### src/rtl/tcam_pkg.sv
// Shared definitions for the TCAM lookup controller: FSM states, command op codes
// and default geometry of the attached 16-entry TCAM.
package tcam_pkg;

  localparam int DEF_KEY_W  = 16;
  localparam int DEF_ADDR_W = 4;
  localparam int TCAM_DEPTH = 16;

  localparam logic [1:0] OP_LOOKUP = 2'b00;
  localparam logic [1:0] OP_LEARN  = 2'b01;
  localparam logic [1:0] OP_WRITE  = 2'b10;

  typedef enum logic [2:0] {
    ST_IDLE,
    ST_SEARCH,
    ST_RESULT,
    ST_LEARN,
    ST_WRITE,
    ST_RESP
  } state_e;

endpackage

### src/rtl/tcam_sat_cnt.sv
// Saturating up-counter used for the hit/miss statistics; sticks at all-ones.
module tcam_sat_cnt #(
  parameter int CNT_W = 16
) (
  input  logic             clk,
  input  logic             rstN,
  input  logic             inc,
  output logic [CNT_W-1:0] cnt
);

  logic [CNT_W-1:0] cnt_q;

  always_ff @(posedge clk or negedge rstN) begin
    if (!rstN) begin
      cnt_q <= '0;
    end else if (inc && (cnt_q != '1)) begin
      cnt_q <= cnt_q + CNT_W'(1);
    end
  end

  assign cnt = cnt_q;

endmodule

### src/rtl/tcam_lookup_ctrl.sv
// Sole initiator of a 16x16 TCAM: sequences search/write pins per command, learns
// missing keys into a round-robin victim slot and returns one response per command.
//
// state  | meaning
// IDLE   | ready for a command, latches op/key/addr on accept
// SEARCH | search strobe up, TCAM any-match captured into hit_q
// RESULT | search held, registered TCAM index/data captured, stats updated
// LEARN  | miss insertion of the key at the victim slot
// WRITE  | direct write of the key at the requested address
// RESP   | response presented and held until consumed
module tcam_lookup_ctrl
  import tcam_pkg::*;
#(
  parameter int KEY_W  = DEF_KEY_W,
  parameter int ADDR_W = DEF_ADDR_W,
  parameter int CNT_W  = 16
) (
  input  logic              clk,
  input  logic              rstN,
  input  logic              req_valid,
  output logic              req_ready,
  input  logic [1:0]        req_op,
  input  logic [KEY_W-1:0]  req_key,
  input  logic [ADDR_W-1:0] req_addr,
  output logic              rsp_valid,
  input  logic              rsp_ready,
  output logic              rsp_hit,
  output logic              rsp_learned,
  output logic [ADDR_W-1:0] rsp_addr,
  output logic [KEY_W-1:0]  rsp_data,
  output logic              t_we,
  output logic              t_search,
  output logic [ADDR_W-1:0] t_waddr,
  output logic [KEY_W-1:0]  t_data,
  input  logic [ADDR_W-1:0] t_saddr,
  input  logic [KEY_W-1:0]  t_sdata,
  input  logic              t_found,
  output logic [CNT_W-1:0]  hit_cnt,
  output logic [CNT_W-1:0]  miss_cnt
);

  state_e            state_q, state_d;
  logic [1:0]        op_q, op_d;
  logic [KEY_W-1:0]  key_q, key_d;
  logic [ADDR_W-1:0] addr_q, addr_d;
  logic              hit_q, hit_d;
  logic [ADDR_W-1:0] victim_q, victim_d;
  logic              rsp_hit_q, rsp_hit_d;
  logic              rsp_learned_q, rsp_learned_d;
  logic [ADDR_W-1:0] rsp_addr_q, rsp_addr_d;
  logic [KEY_W-1:0]  rsp_data_q, rsp_data_d;
  logic              hit_inc, miss_inc;

  always_ff @(posedge clk or negedge rstN) begin
    if (!rstN) begin
      state_q       <= ST_IDLE;
      op_q          <= OP_LOOKUP;
      key_q         <= '0;
      addr_q        <= '0;
      hit_q         <= 1'b0;
      victim_q      <= '0;
      rsp_hit_q     <= 1'b0;
      rsp_learned_q <= 1'b0;
      rsp_addr_q    <= '0;
      rsp_data_q    <= '0;
    end else begin
      state_q       <= state_d;
      op_q          <= op_d;
      key_q         <= key_d;
      addr_q        <= addr_d;
      hit_q         <= hit_d;
      victim_q      <= victim_d;
      rsp_hit_q     <= rsp_hit_d;
      rsp_learned_q <= rsp_learned_d;
      rsp_addr_q    <= rsp_addr_d;
      rsp_data_q    <= rsp_data_d;
    end
  end

  always_comb begin
    state_d       = state_q;
    op_d          = op_q;
    key_d         = key_q;
    addr_d        = addr_q;
    hit_d         = hit_q;
    victim_d      = victim_q;
    rsp_hit_d     = rsp_hit_q;
    rsp_learned_d = rsp_learned_q;
    rsp_addr_d    = rsp_addr_q;
    rsp_data_d    = rsp_data_q;
    req_ready     = 1'b0;
    rsp_valid     = 1'b0;
    t_we          = 1'b0;
    t_search      = 1'b0;
    t_waddr       = '0;
    t_data        = '0;
    hit_inc       = 1'b0;
    miss_inc      = 1'b0;

    case (state_q)
      ST_IDLE: begin
        req_ready = 1'b1;
        if (req_valid) begin
          op_d    = req_op;
          key_d   = req_key;
          addr_d  = req_addr;
          state_d = (req_op == OP_WRITE) ? ST_WRITE : ST_SEARCH;
        end
      end
      ST_SEARCH: begin
        t_search = 1'b1;
        t_data   = key_q;
        hit_d    = t_found;
        state_d  = ST_RESULT;
      end
      ST_RESULT: begin
        // t_saddr/t_sdata were registered by the TCAM on the SEARCH edge
        t_search = 1'b1;
        t_data   = key_q;
        if (hit_q) begin
          hit_inc       = 1'b1;
          rsp_hit_d     = 1'b1;
          rsp_learned_d = 1'b0;
          rsp_addr_d    = t_saddr;
          rsp_data_d    = t_sdata;
          state_d       = ST_RESP;
        end else begin
          miss_inc      = 1'b1;
          rsp_hit_d     = 1'b0;
          rsp_learned_d = 1'b0;
          rsp_addr_d    = '0;
          rsp_data_d    = '0;
          state_d       = (op_q == OP_LEARN) ? ST_LEARN : ST_RESP;
        end
      end
      ST_LEARN: begin
        t_we          = 1'b1;
        t_waddr       = victim_q;
        t_data        = key_q;
        rsp_hit_d     = 1'b0;
        rsp_learned_d = 1'b1;
        rsp_addr_d    = victim_q;
        rsp_data_d    = key_q;
        victim_d      = (victim_q == ADDR_W'(TCAM_DEPTH - 1)) ? '0 : victim_q + ADDR_W'(1);
        state_d       = ST_RESP;
      end
      ST_WRITE: begin
        t_we          = 1'b1;
        t_waddr       = addr_q;
        t_data        = key_q;
        rsp_hit_d     = 1'b0;
        rsp_learned_d = 1'b0;
        rsp_addr_d    = addr_q;
        rsp_data_d    = key_q;
        state_d       = ST_RESP;
      end
      ST_RESP: begin
        rsp_valid = 1'b1;
        if (rsp_ready) begin
          rsp_hit_d     = 1'b0;
          rsp_learned_d = 1'b0;
          rsp_addr_d    = '0;
          rsp_data_d    = '0;
          state_d       = ST_IDLE;
        end
      end
      default: state_d = ST_IDLE;
    endcase
  end

  assign rsp_hit     = rsp_hit_q;
  assign rsp_learned = rsp_learned_q;
  assign rsp_addr    = rsp_addr_q;
  assign rsp_data    = rsp_data_q;

  tcam_sat_cnt #(.CNT_W(CNT_W)) u_hit_cnt (
    .clk  (clk),
    .rstN (rstN),
    .inc  (hit_inc),
    .cnt  (hit_cnt)
  );

  tcam_sat_cnt #(.CNT_W(CNT_W)) u_miss_cnt (
    .clk  (clk),
    .rstN (rstN),
    .inc  (miss_inc),
    .cnt  (miss_cnt)
  );

endmodule

### config.mk
export PLATFORM = sky130hd
export DESIGN_NAME = tcam_lookup_ctrl
export DESIGN_NICKNAME = d
export VERILOG_FILES = /design/src/rtl/tcam_pkg.sv /design/src/rtl/tcam_sat_cnt.sv /design/src/rtl/tcam_lookup_ctrl.sv
export SDC_FILE = /design/constraint.sdc
export NUM_CORES = 1
export LEC_CHECK = 0
export ABC_AREA = 1
export BUFFER_PORTS_ARGS = -buffer_cell sky130_fd_sc_hd__buf_2
export CORE_UTILIZATION = 48
export CTS_CLUSTER_SIZE = 14
export DETAILED_ROUTE_END_ITERATION = 16
export PLACE_DENSITY = 0.75
export SETUP_SLACK_MARGIN = 0.3
export SKIP_CTS_REPAIR_TIMING = 1
export SLEW_MARGIN = 20
export SYNTH_ARGS = -nofsm -noshare
export SYNTH_HDL_FRONTEND = slang
export SYNTH_HIERARCHICAL = 1
export SYNTH_SLANG_ARGS = --single-unit
### constraint.sdc
create_clock -name clk -period 1.9 [get_ports clk]
set_clock_uncertainty 0.15 [all_clocks]
set_input_delay 0 -clock clk [delete_from_list [all_inputs] [get_ports clk]]
set_output_delay 0 -clock clk [all_outputs]
set_load 0.005 [all_outputs]
==> flow_summary.json <==
{
  "outcome": "finished, violations left",
  "violations": "hold timing, setup timing",
  "netlist_area_um2": 4890,
  "final_cells": 1014,
  "fin_nets": 926,
  "crit_start": "state_q[2]",
  "first_pass_iters": 5,
  "wl_per_cell_um": 14.3,
  "core-area_um2": 9820,
  "die_y_um": 103,
  "clk_path_buf_depth": 2,
  "ys_seq_elements": 84,
  "endpoint": "t_data[13]",
  "synthCells": 687,
  "grt_pass1_wl_um": 19900,
  "finalCritPeriodShare": 1.01,
  "root_buffer": "clkbuf_8",
  "ir_drop_uv": 867,
  "drtAntennaViolNets": 0,
  "worst_slew_pin_slew_ns": 0.444,
  "clk_latency_ns": 0.36,
  "critPathLaunchType": "flip-flop",
  "setup_ws_ns": -0.0227,
  "cts_buffers": 9,
  "synth_warnings": 6,
  "grt_max_degree": 35,
  "n_antenna_cell": 0,
  "grt.overflow.total": 0,
  "cts.sinks": 84,
  "total_power_mw": 8.97,
  "hold_violations": 32,
  "synthToLayoutAreaGrowth_pct": 41.7,
  "period_needed_ns": 1.92,
  "grt_pass1_vias": 4243,
  "setup_viol_count_final": 2,
  "synthDistinctLibCells": 26,
  "critPathKind": "reg -> out",
  "hold_ws_ns": -0.0470,
  "cts.clk_slew.worst_paths_ns": 0.09,
  "syn_nets": 737,
  "io_buffers": 124,
  "track_usage": 0.241,
  "p_leak_nw": 3.82,
  "remaining_drc_errors": 0,
  "cts_tree": "done",
  "drt-initial-drc-count": 334,
  "min_path_type": "in -> reg",
  "viasPerCell": 5.23,
  "htreeDepth": 3,
  "grt_setup_unrepaired": "true",
  "antenna_found_initial": 0,
  "avgSynthCellArea_um2": 7.11,
  "worstSetupEndpointType": "output pin",
  "fin_util": 0.705,
  "relSlewSlack": 0.704,
  "r2r_slack_ns": 0.07,
  "crit_fanout": 16,
  "cp_data_arrival_time_ns": 1.77,
  "wl_um": 14500,
  "reg2reg_depth": 11,
  "r2r_end": "u_miss_cnt/cnt[15]",
  "initial_core_util": 0.498,
  "powerDensity_nw_per_um2": 1290,
  "slew_viol_final": 0,
  "drv_cap": 0,
  "vias": 5307,
  "seq_area_frac_synth": 0.430,
  "max_freq_mhz": 520,
  "dp_hpwl_um": 9140,
  "die_w_um": 103,
  "r2r_start": "state_q[2]",
  "post-place-cells": 935,
  "drive_gt1_frac": 0.330,
  "gp_congestion": 0.923,
  "io_pins": 125,
  "critPathRequiredTime_ns": 1.75,
  "rows": 36,
  "die-area_um2": 10600
}
worst min path at each step:
stage               start                end  slack (ns)  cells past startpoint
2_1_floorplan        rstN          addr_q[0]       -0.45                      0
3_3_place_gp         rstN  u_miss_cnt/cnt[7]       -0.18                      1
3_5_place_dp         rstN  u_miss_cnt/cnt[7]       -0.18                      1
4_1_cts              rstN  u_miss_cnt/cnt[9]       -0.58                      1
5_1_grt        t_saddr[2]        rsp_addr[2]      0.0002                      7
6_report       t_saddr[2]        rsp_addr[2]       -0.05                      7
power breakdown:
group	leakage, nW	internal [mW]	switching, mW
sequential	1.06	2.35	0.444
combinational	2.63	1.91	2.67
clock	0.122	0.909	0.679
cells in the mapped netlist:
library cell	n	area, um2
nand3b_1	1	7.51
nand2_2	8	50.1
nand4_1	31	194
buf_2	8	40.0
o21ai_1	2	10.0
ha_1	3	37.5
dfrtp_1	84	2100
xor2_1	3	26.3
buf_6	5	56.3
nand2_1	262	983
nand3_1	50	250
xnor2_1	11	96.3
nor2_4	9	101
o21ai_2	4	35.0
nand3_2	1	10.0
o21ai_0	19	95.1
clkbuf_1	10	37.5
nand4_4	2	42.5
nor3_2	1	10.0
nor2_1	67	251
buf_4	2	15.0
inv_2	6	22.5
buf_1	1	3.75
inv_1	71	267
nor2_2	9	56.3
a21oi_1	17	85.1
metal layers:
metal / share of wire / GRT usage / vias to the layer above
met5: 0 / 0 / -
met4: 0.026 / 0.0780 / 0
met3: 0.071 / 0.0292 / 41
met2: 0.48 / 0.373 / 270
met1: 0.43 / 0.353 / 2470
li1: - / - / 2526
critical path, stage by stage (launching register included):
cell and delay, ns:
dfrtp_2 0.48, nor3_4 0.28, inv_4 0.11, nand2_4 0.10
nor2_4 0.05, buf_12 0.15, nor2_2 0.11, buf_2 0.13
final cells by class:
type | instances | area, um2
Multi-Input combinational cell | 501 | 2660
Clock inverter | 6 | 111
Tap cell | 133 | 166
Timing Repair Buffer | 203 | 1450
Inverter | 77 | 292
Fill cell | 775 | 2890
Clock buffer | 10 | 138
Sequential cell | 84 | 2110
through the flow:
| stage | setup WS (ns) | hold slack, ns | setup TNS (ns) | area [um2] |
|---|---|---|---|---|
| final | -0.0227 | -0.0470 | -0.0272 | 6930 |
| after global routing | -0.0944 | 0.000170 | -0.861 | 6930 |
| after CTS | -0.228 | -0.576 | -3.31 | 5950 |
| after detailed placement | 0.0923 | -0.181 | 0 | 5700 |
| after global placement | 0.169 | -0.180 | 0 | 5700 |
| after floorplan | 0.268 | -0.446 | 0 | 4910 |
cell usage in the layout, fill, tap and decap left out, types with 14 or more instances in the layout:
cell,n
a21oi_1,17
buf_2,123
buf_4,23
dfrtp_1,78
dlygate4sd3_1,42
inv_1,68
nand2_1,225
nand2_2,30
nand2_4,14
nand3_1,49
nand4_1,31
nor2_1,48
nor2_2,23
nor2_4,14
sequential cells by signal, indices dropped and copies added (netlist names):
signal and cells:
state_q 3, victim_q 4, u_miss_cnt/cnt 16, rsp_addr 4, key_q 16, u_hit_cnt/cnt 16
rsp_data 16, hit_q 1, op_q 2, rsp_learned 1, rsp_hit 1, addr_q 4
cells by family after synthesis:
logic type,after synthesis,share of synthesized area
compound gates,42,0.0461
xor+xnor,14,0.0251
fa+ha+maj,3,0.00768
buf+inv,103,0.0904
flops,84,0.430
simple gates,441,0.401
No activity file was read; power rests on OpenSTA's default activity.
